$ cat src/rtl/alu_pkg.sv
// ============================================================================
// Module      : alu_pkg
// Description : Shared op codes, FSM state encoding and iterator modes for seq_alu.
// Revision    : 1.0 - initial release
// ============================================================================
`default_nettype none

package alu_pkg;

    localparam logic [3:0] OP_ADD = 4'b0001;
    localparam logic [3:0] OP_SUB = 4'b0010;
    localparam logic [3:0] OP_MUL = 4'b0100;
    localparam logic [3:0] OP_DIV = 4'b1000;

    localparam logic MODE_MUL = 1'b0;
    localparam logic MODE_DIV = 1'b1;

    typedef enum logic [1:0] {
        IDLE = 2'd0,
        MUL  = 2'd1,
        DIV  = 2'd2,
        DONE = 2'd3
    } state_t;

endpackage

`default_nettype wire

$ cat src/rtl/alu_muldiv_iter.sv
// ============================================================================
// Module      : alu_muldiv_iter
// Description : Shared 2*WIDTH shift register for shift-add multiply and
//               restoring divide, one bit per cycle.
// Revision    : 1.0 - initial release
// ============================================================================
`default_nettype none

module alu_muldiv_iter
    import alu_pkg::*;
#(
    parameter int WIDTH = 32
) (
    input  logic             clk,
    input  logic             rst,
    input  logic             start,
    input  logic             mode,
    input  logic [WIDTH-1:0] a,
    input  logic [WIDTH-1:0] b,
    output logic             done,
    output logic [WIDTH-1:0] res_lo,
    output logic [WIDTH-1:0] res_hi
);

    localparam int CW = $clog2(WIDTH + 1);

    logic               r_busy;
    logic               r_mode;
    logic [CW-1:0]      r_cnt;
    logic [2*WIDTH-1:0] r_acc;
    logic [WIDTH-1:0]   r_b;

    logic [WIDTH:0]     w_add;
    logic [WIDTH:0]     w_rem;
    logic [WIDTH:0]     w_diff;
    logic               w_ge;
    logic [2*WIDTH-1:0] w_mul_next;
    logic [2*WIDTH-1:0] w_div_next;
    logic [2*WIDTH-1:0] w_next;

    // Multiply: multiplier sits in the low half and is consumed LSB first while
    // the partial product (with its carry) shifts down from the high half.
    assign w_add      = {1'b0, r_acc[2*WIDTH-1:WIDTH]} + (r_acc[0] ? {1'b0, r_b} : {(WIDTH+1){1'b0}});
    assign w_mul_next = {w_add, r_acc[WIDTH-1:1]};

    // Divide: remainder in the high half, dividend/quotient in the low half.
    assign w_rem      = {r_acc[2*WIDTH-1:WIDTH], r_acc[WIDTH-1]};
    assign w_ge       = (w_rem >= {1'b0, r_b});
    assign w_diff     = w_rem - {1'b0, r_b};
    assign w_div_next = w_ge ? {w_diff[WIDTH-1:0], r_acc[WIDTH-2:0], 1'b1}
                             : {w_rem[WIDTH-1:0],  r_acc[WIDTH-2:0], 1'b0};

    assign w_next = (r_mode == MODE_DIV) ? w_div_next : w_mul_next;

    // Results are the value the register is about to take on the final step.
    assign done   = r_busy && (r_cnt == CW'(WIDTH - 1));
    assign res_lo = w_next[WIDTH-1:0];
    assign res_hi = w_next[2*WIDTH-1:WIDTH];

    always_ff @(posedge clk or posedge rst) begin
        if (rst) begin
            r_busy <= 1'b0;
            r_mode <= MODE_MUL;
            r_cnt  <= '0;
            r_acc  <= '0;
            r_b    <= '0;
        end else if (start) begin
            r_busy <= 1'b1;
            r_mode <= mode;
            r_cnt  <= '0;
            r_acc  <= {{WIDTH{1'b0}}, a};
            r_b    <= b;
        end else if (r_busy) begin
            r_acc <= w_next;
            if (done) begin
                r_busy <= 1'b0;
                r_cnt  <= '0;
            end else begin
                r_cnt <= r_cnt + 1'b1;
            end
        end
    end

endmodule

`default_nettype wire

$ cat src/rtl/seq_alu.sv
// ============================================================================
// Module      : seq_alu
// Description : Handshaked unsigned ALU: single-cycle add/sub, iterative
//               mul/div, results held until consumed.
// Revision    : 1.0 - initial release
// ============================================================================
`default_nettype none

module seq_alu
    import alu_pkg::*;
#(
    parameter int WIDTH = 32
) (
    input  logic             clk,
    input  logic             rst,
    input  logic             in_valid,
    output logic             in_ready,
    input  logic [WIDTH-1:0] A,
    input  logic [WIDTH-1:0] B,
    input  logic [3:0]       op,
    output logic             out_valid,
    input  logic             out_ready,
    output logic [WIDTH-1:0] Y,
    output logic [WIDTH-1:0] R,
    output logic             overflow,
    output logic             div_zero,
    output logic             bad_op
);

    state_t           r_state;
    logic             w_accept;
    logic             w_start;
    logic             w_it_done;
    logic [WIDTH-1:0] w_res_lo;
    logic [WIDTH-1:0] w_res_hi;
    logic [WIDTH:0]   w_sum;
    logic [WIDTH:0]   w_dif;

    assign in_ready  = (r_state == IDLE);
    assign out_valid = (r_state == DONE);
    assign w_accept  = in_valid && in_ready;
    assign w_start   = w_accept && ((op == OP_MUL) || ((op == OP_DIV) && (B != '0)));

    // The top bit is carry for add and borrow (A<B) for sub.
    assign w_sum = {1'b0, A} + {1'b0, B};
    assign w_dif = {1'b0, A} - {1'b0, B};

    alu_muldiv_iter #(.WIDTH(WIDTH)) u_iter (
        .clk    (clk),
        .rst    (rst),
        .start  (w_start),
        .mode   ((op == OP_DIV) ? MODE_DIV : MODE_MUL),
        .a      (A),
        .b      (B),
        .done   (w_it_done),
        .res_lo (w_res_lo),
        .res_hi (w_res_hi)
    );

    always_ff @(posedge clk or posedge rst) begin
        if (rst) begin
            r_state  <= IDLE;
            Y        <= '0;
            R        <= '0;
            overflow <= 1'b0;
            div_zero <= 1'b0;
            bad_op   <= 1'b0;
        end else begin
            case (r_state)
                IDLE: begin
                    if (w_accept) begin
                        case (op)
                            OP_ADD: begin
                                {overflow, Y} <= w_sum;
                                R             <= '0;
                                r_state       <= DONE;
                            end
                            OP_SUB: begin
                                {overflow, Y} <= w_dif;
                                R             <= '0;
                                r_state       <= DONE;
                            end
                            OP_MUL: r_state <= MUL;
                            OP_DIV: begin
                                if (B == '0) begin
                                    Y        <= '0;
                                    R        <= '0;
                                    overflow <= 1'b0;
                                    div_zero <= 1'b1;
                                    r_state  <= DONE;
                                end else begin
                                    r_state <= DIV;
                                end
                            end
                            default: begin
                                Y        <= '0;
                                R        <= '0;
                                overflow <= 1'b0;
                                bad_op   <= 1'b1;
                                r_state  <= DONE;
                            end
                        endcase
                    end
                end
                MUL: begin
                    if (w_it_done) begin
                        Y        <= w_res_lo;
                        R        <= '0;
                        overflow <= |w_res_hi;
                        r_state  <= DONE;
                    end
                end
                DIV: begin
                    if (w_it_done) begin
                        Y        <= w_res_lo;
                        R        <= w_res_hi;
                        overflow <= 1'b0;
                        r_state  <= DONE;
                    end
                end
                DONE: begin
                    if (out_ready) begin
                        div_zero <= 1'b0;
                        bad_op   <= 1'b0;
                        r_state  <= IDLE;
                    end
                end
                default: r_state <= IDLE;
            endcase
        end
    end

endmodule

`default_nettype wire

$ cat config.mk
export PLATFORM = sky130hd
export DESIGN_NAME = seq_alu
export DESIGN_NICKNAME = d
export VERILOG_FILES = /design/src/rtl/alu_pkg.sv /design/src/rtl/alu_muldiv_iter.sv /design/src/rtl/seq_alu.sv
export SDC_FILE = /design/constraint.sdc
export NUM_CORES = 1
export LEC_CHECK = 0
export CORE_ASPECT_RATIO = 1.2
export CORE_UTILIZATION = 50
export CTS_BUF_LIST = sky130_fd_sc_hd__clkbuf_4 sky130_fd_sc_hd__clkbuf_8
export CTS_CLUSTER_SIZE = 16
export DETAILED_ROUTE_END_ITERATION = 8
export PLACE_DENSITY = 0.74
export SYNTH_ARGS = -nofsm -noshare
export SYNTH_HDL_FRONTEND = slang
export SYNTH_SLANG_ARGS = --single-unit
$ cat constraint.sdc
create_clock -name clk -period 14.3 [get_ports clk]
set_input_delay 2.86 -clock clk [delete_from_list [all_inputs] [get_ports clk]]
set_output_delay 2.86 -clock clk [all_outputs]
set_load 0.005 [all_outputs]
# Word-level counts from Yosys, hierarchy flattened
# Cells that the tools add are included.
[op_classes] addsub=5 order_cmp=1 eq_ne=18 n_mux=42 reduce_logical=20
[ops] op="64-bit 2-to-1 mux" n=4
[ops] op="32-bit 2-to-1 mux" n=7
[ops] op="32-bit one-hot mux with 2 select lines" n=2
[ops] op="32-bit one-hot mux with 4 select lines" n=1
[ops] op="32-bit one-hot mux with 3 select lines" n=1
[ops] op="32-bit by 32-bit adder with 33-bit output" n=2
[ops] op="33-bit by 32-bit >= comparator with 1-bit output" n=1
[ops] op="32-bit by 32-bit subtractor with 33-bit output" n=1
[ops] op="32-bit logical NOT" n=1
[ops] op="32-bit nonzero test" n=1
[ops] op="32-bit OR reduction" n=1
[ops] op="32-bit subtractor" n=1
[ops] op="6-bit 2-to-1 mux" n=3
[ops] op="1-bit 2-to-1 mux" n=15
[ops] op="2-bit by 1-bit inequality test with 1-bit output (second input constant)" n=7
[ops] op="5-bit AND reduction" n=2
[ops] op="6-bit by 1-bit adder with 6-bit output (second input constant)" n=1
[ops] op="6-bit by 5-bit == test with 1-bit output (second input constant)" n=1
[ops] op="2-bit 2-to-1 mux" n=3
[ops] op="2-bit one-hot mux with 3 select lines" n=1
[ops] op="6-bit AND reduction" n=1
[ops] op="2-bit nonzero test" n=3
[ops] op="2-bit == test (second input constant)" n=2
[ops] op="4-bit by 1-bit == test with 1-bit output (second input constant)" n=1
[ops] op="other kinds (18)" n=23
[totals] reg_bits=173 output_inout_bits=69 wordCells=97

# Depth between registers and ports, before layout
[logic_depth] depth_word=6 mapped_depth=16 mapped_depth_nobuf=15

# Modules after synthesis
# Synthesis repeated with hierarchy kept, for this count alone.
[hier_totals] cells_unflattened=2051 area_unflattened_um2=16164.3
[modules_own_cells] mod="alu_muldiv_iter" n_inst=1 cells_per_inst=1095 area_per_inst_um2=8977.4 seq_area_each_um2=2602.5
[modules_own_cells] mod="seq_alu" n_inst=1 cells_per_inst=956 area_per_inst_um2=7186.9 seq_area_each_um2=1726.7

# Worst setup path before layout
# OpenSTA, ideal clock, no wires.
[synth_timing] kind="input to register" startpoint="in B[4]" endpoint="reg Y[25]" setup_ns=0.065 arrival_ns=5.691 required_time_ns=14.235 slack_ns=8.543 stages=14 n_path_buf=1 cell_sequence="inv_1 > ha_1 > clkbuf_1 > o21ai_0 > nand2b_1 > a21oi_1 > a211oi_1 > a2111o_1 > a311o_1 > a221o_1 > a31oi_1 > mux2_2 > o22ai_1 > a22o_1"
[synth_via] elab_chain_cells=4 elab_cells_between_ends=8 cone_classes="2 x add/sub; 1 x eq/ne; 3 x mux; 2 x reduce/logical"
[synth_rtl] element="from (decl)" line="seq_alu.sv:19" text="input logic [WIDTH-1:0] B,"
[synth_rtl] element="32-bit by 32-bit subtractor with 33-bit output / 32-bit by 32-bit adder with 33-bit output (equally long branches)" line="seq_alu.sv:46, seq_alu.sv:45"
[synth_rtl] element="32-bit one-hot mux with 4 select lines" line="seq_alu.sv:72" text="case (op)"
[synth_rtl] element="32-bit 2-to-1 mux" line="seq_alu.sv:71" text="if (w_accept) begin"
[synth_rtl] element="32-bit one-hot mux with 2 select lines" line="seq_alu.sv:69" text="case (r_state)"
[synth_rtl] element="to (signal assigned)" line="seq_alu.sv:74" text="{overflow, Y} <= w_sum;"
[synth_rtl] element="to (signal assigned)" line="seq_alu.sv:79" text="{overflow, Y} <= w_dif;"
[synth_rtl] element="to (signal assigned)" line="seq_alu.sv:107" text="Y <= w_res_lo;"
[synth_rtl] element="to (decl)" line="seq_alu.sv:23" text="output logic [WIDTH-1:0] Y,"
# Parallel ways exist; a longest one is shown, timed or not. The select of a mux whose other input is x is not followed.
# A chain may end at the register's enable or synchronous reset.

# Worst setup path after layout
[layout_timing] startpoint="in B[6]" endpoint="reg Y[31]"
# Same word-level chain as after synthesis.

==> qor.txt <==
Rel. slew slack - 18.2%
Post-Syn Area per Cell - 7.89 µm²
prevailing post-synth register cell - dfrtp_1
unrepaired setup endpoints after global routing - false
Post-synth EDFFs - 0
Fmax - 153 MHz
Placer Congestion - 0.971
Distinct cells, synth - 90
Routed WL per cell - 21.3 µm
Synth Register Bits - 173
clk sink count - 173
setup TNS - 0 ns
CTS tree - yes
hold_sp - R[6]
Crit. Startpoint - B[6]
global-route wire length before repair - 82.8 mm
Required @ worst endpoint - 14.69 ns
worst skew pair latency - 0.50 ns
WL final - 53.1 mm
final setup fails - 0
post-route ant nets - 0
root buf cell - clkbuf_8
status - completed
worst-path fanout max - 8
Die Y - 197 µm
Final HPWL DP - 40.3 mm
commonest non-fill, non-tap cell in the layout - nand2_1
Worst-Margin Slew - 1.21 ns
Initial Utilization - 50.7%
cell internal pwr - 0.00233 W
slowest stage delay, CP - 0.74 ns
# Post-CTS Setup Buffers - 0
I/O pin count - 141
H-Tree Depth - 4
Clock Tree Buf Depth - 2
fin crit period - 6.55 ns
CP endpoint kind - register
clock share of power - 7.7%
Seq/Total Area, Yosys - 27.3%
storage element area - 4330 µm²
die width - 165 µm
critical path's slowest cell - clkdlybuf4s50_1
DR iter-0 viols - 1408
Yosys Warn Count - 0
vias per std cell - 6.41
Sequential Power Share - 19.3%
clock skew - 0.0153 ns
worst reg2reg path startpoint - u_iter.r_acc[0]
vias in the first global route - 15100
area of the multi-input gates - 10700 µm²
CP Cell Sequence - clkdlybuf4s50_1 -> inv_1 -> ha_1 -> or4_1 -> nor3_2 -> nand4_1 -> a211o_1 -> o311ai_0 -> o21ai_1 -> a211oi_1 -> a211oi_1 -> xnor2_1 -> o221ai_1 -> a22o_1
Cells after Synth - 2010
global router's overall resource usage - 32.9%
sw power - 0.00274 W
commonest cells after routing, fill and taps aside - nand2_1 (214), o21ai_0 (185), dfrtp_1 (171)
port bufs - 140
Final Cycle Share - 45.8%
Post-route DRC - 0
die area - 32400 µm²
setup slack after layout - 7.75 ns
post-cts repair resize count - 0
Syn Nets - 2220
clock transition at the registers of the reported paths - 0.10 ns
Crit path buffers/inverters - 2
critical path data arrival time - 6.94 ns
Final Hold Vio Count - 0
Peak VDD IR - 168 µV
CTS buffer count - 17
router iterations before antenna repair - 6
Vias - 16000
Async SR Flop Fraction - 100%
synthesized cell area - 15900 µm²
CP Class - in2reg
Core Area - 31300 µm²
Site Rows - 71
sw frac - 54.0%
Place WS - 7.31 ns
pwr/cell area - 283 nW/µm²
leakage - 7.91 nW
pin count of the biggest net entering global routing - 106
Area Growth Syn to Fin - 13.0%
CTS Hold Bufs - 0
Max Cap Violations - 0
CP most frequent cell - a211oi_1
Filler cells - 2926
Comb pwr share - 73.0%
initial antenna violation count - 1
GR Overflow Total - 0
share of cells above drive strength 1 - 5.26%
startpoint types - primary input
worst hold-check path type - reg2reg
Top delay family on crit path - compound AO/OA/AOI/OAI gates
Final #Nets - 2287
max-slew violations - 0
## layout make-up
cell class / count / area share (%)
inverter: 117 / 2.48
timing repair buffer: 158 / 8.57
sequential: 173 / 24.2
multi-input combinational: 1610 / 59.6
clock buffer: 17 / 1.31
antenna: 1 / 0.0140
clock inverter: 15 / 1.02
tap: 401 / 2.80
## tightest hold or removal path, cell delays in order, from the launching register on
cell,delay [ns]
dfrtp_1,0.36
nand2_1,0.04
o21ai_0,0.06
## sequential cells by signal (all words and copies together), names as in the netlist
| name | flops |
|---|---|
| u_iter.r_acc | 64 |
| r_state | 2 |
| u_iter.r_b | 32 |
| overflow | 1 |
| R | 32 |
| div_zero | 1 |
| u_iter.r_mode | 1 |
| u_iter.r_cnt | 6 |
| bad_op | 1 |
| Y | 32 |
| u_iter.r_busy | 1 |
## cells in the mapped netlist, drive strengths merged, types with 5 or more instances
master   instances  area [µm²]
mux2            18         203
nand2b          21         131
a21o            47         353
a221oi          17         155
a22o            18         158
and3            10        62.6
a31oi           27         181
o41ai            5        58.8
o21a            10        75.1
nor2           166         623
nand4           32         200
and2            39         244
o211ai          22         170
o21ai          193         977
xor2            30         263
dfrtp          173        4330
nor4            20         140
o31ai            7        52.6
a211o            7        61.3
a211oi          49         378
nor2b           14        87.6
o21bai          21         158
or2              6        37.5
inv            117         439
buf             20         101
or3             15        93.8
nand3b           5        37.5
clkbuf          90         339
a311oi           7        61.3
o221ai           9        78.8
nand2          218         826
xnor2           28         245
a221o            9        90.1
nor4b            5        43.8
a2111oi         11        97.6
a21oi          168         852
nand3           32         160
mux2i           60         601
o22ai           11        68.8
nor3            46         235
o311ai           7        61.3
ha             134        1680
## power groups by stage
stage / Clock, W / Sequential (W) / Combinational (W)
6_report: 0.000389 / 0.000982 / 0.00370
5_1_grt: 0.000408 / 0.00100 / 0.00405
4_1_cts: 0.000394 / 0.000972 / 0.00364
3_5_place_dp: 0 / 0.000980 / 0.00362
3_3_place_gp: 0 / 0.000978 / 0.00356
2_1_floorplan: 0 / 0.000847 / 0.00269
## per-layer routing
layer,vias up,routed length (µm),global-route usage [%]
met5,-,0,0
met4,0,2770,17.7
met1,7582,21900,42.0
met2,732,25100,54.1
li1,7489,-,-
met3,164,3230,3.76
## metrics by stage
step	instances	hold WS (ns)	cell area [µm²]	util, %	total power (W)
4_1_cts	2491	0.492	17900	57.3	0.00500
3_5_place_dp	2459	0.469	17500	56.0	0.00460
6_report	2492	0.487	17900	57.3	0.00508
5_1_grt	2492	0.509	17900	57.3	0.00546
3_3_place_gp	2459	0.462	17500	56.0	0.00454
2_1_floorplan	2010	0.470	15900	-	0.00354
## final timing paths
path / endpoint / slack [ns] / cells after the start
hold / removal: R[6] / 0.49 / 2
setup reg to reg: overflow / 8.82 / 14
min in group asynchronous: Y[7] / 2.96 / 2
max in group asynchronous: u_iter.r_mode / 9.81 / 3
hold reg to reg: R[6] / 0.49 / 2
setup / recovery: Y[31] / 7.75 / 14
## cell families after synthesis
logic type	Yosys count	synth area share [%]
AO/OA/AOI/OAI	690	28.5
XOR/XNOR	58	3.20
adder cells (fa/ha/maj)	138	11.1
buffers and inverters	227	5.54
flip-flops	173	27.3
multiplexers	78	5.06
AND/OR/NAND/NOR	646	19.3
Power figures use the tool's default switching activity.
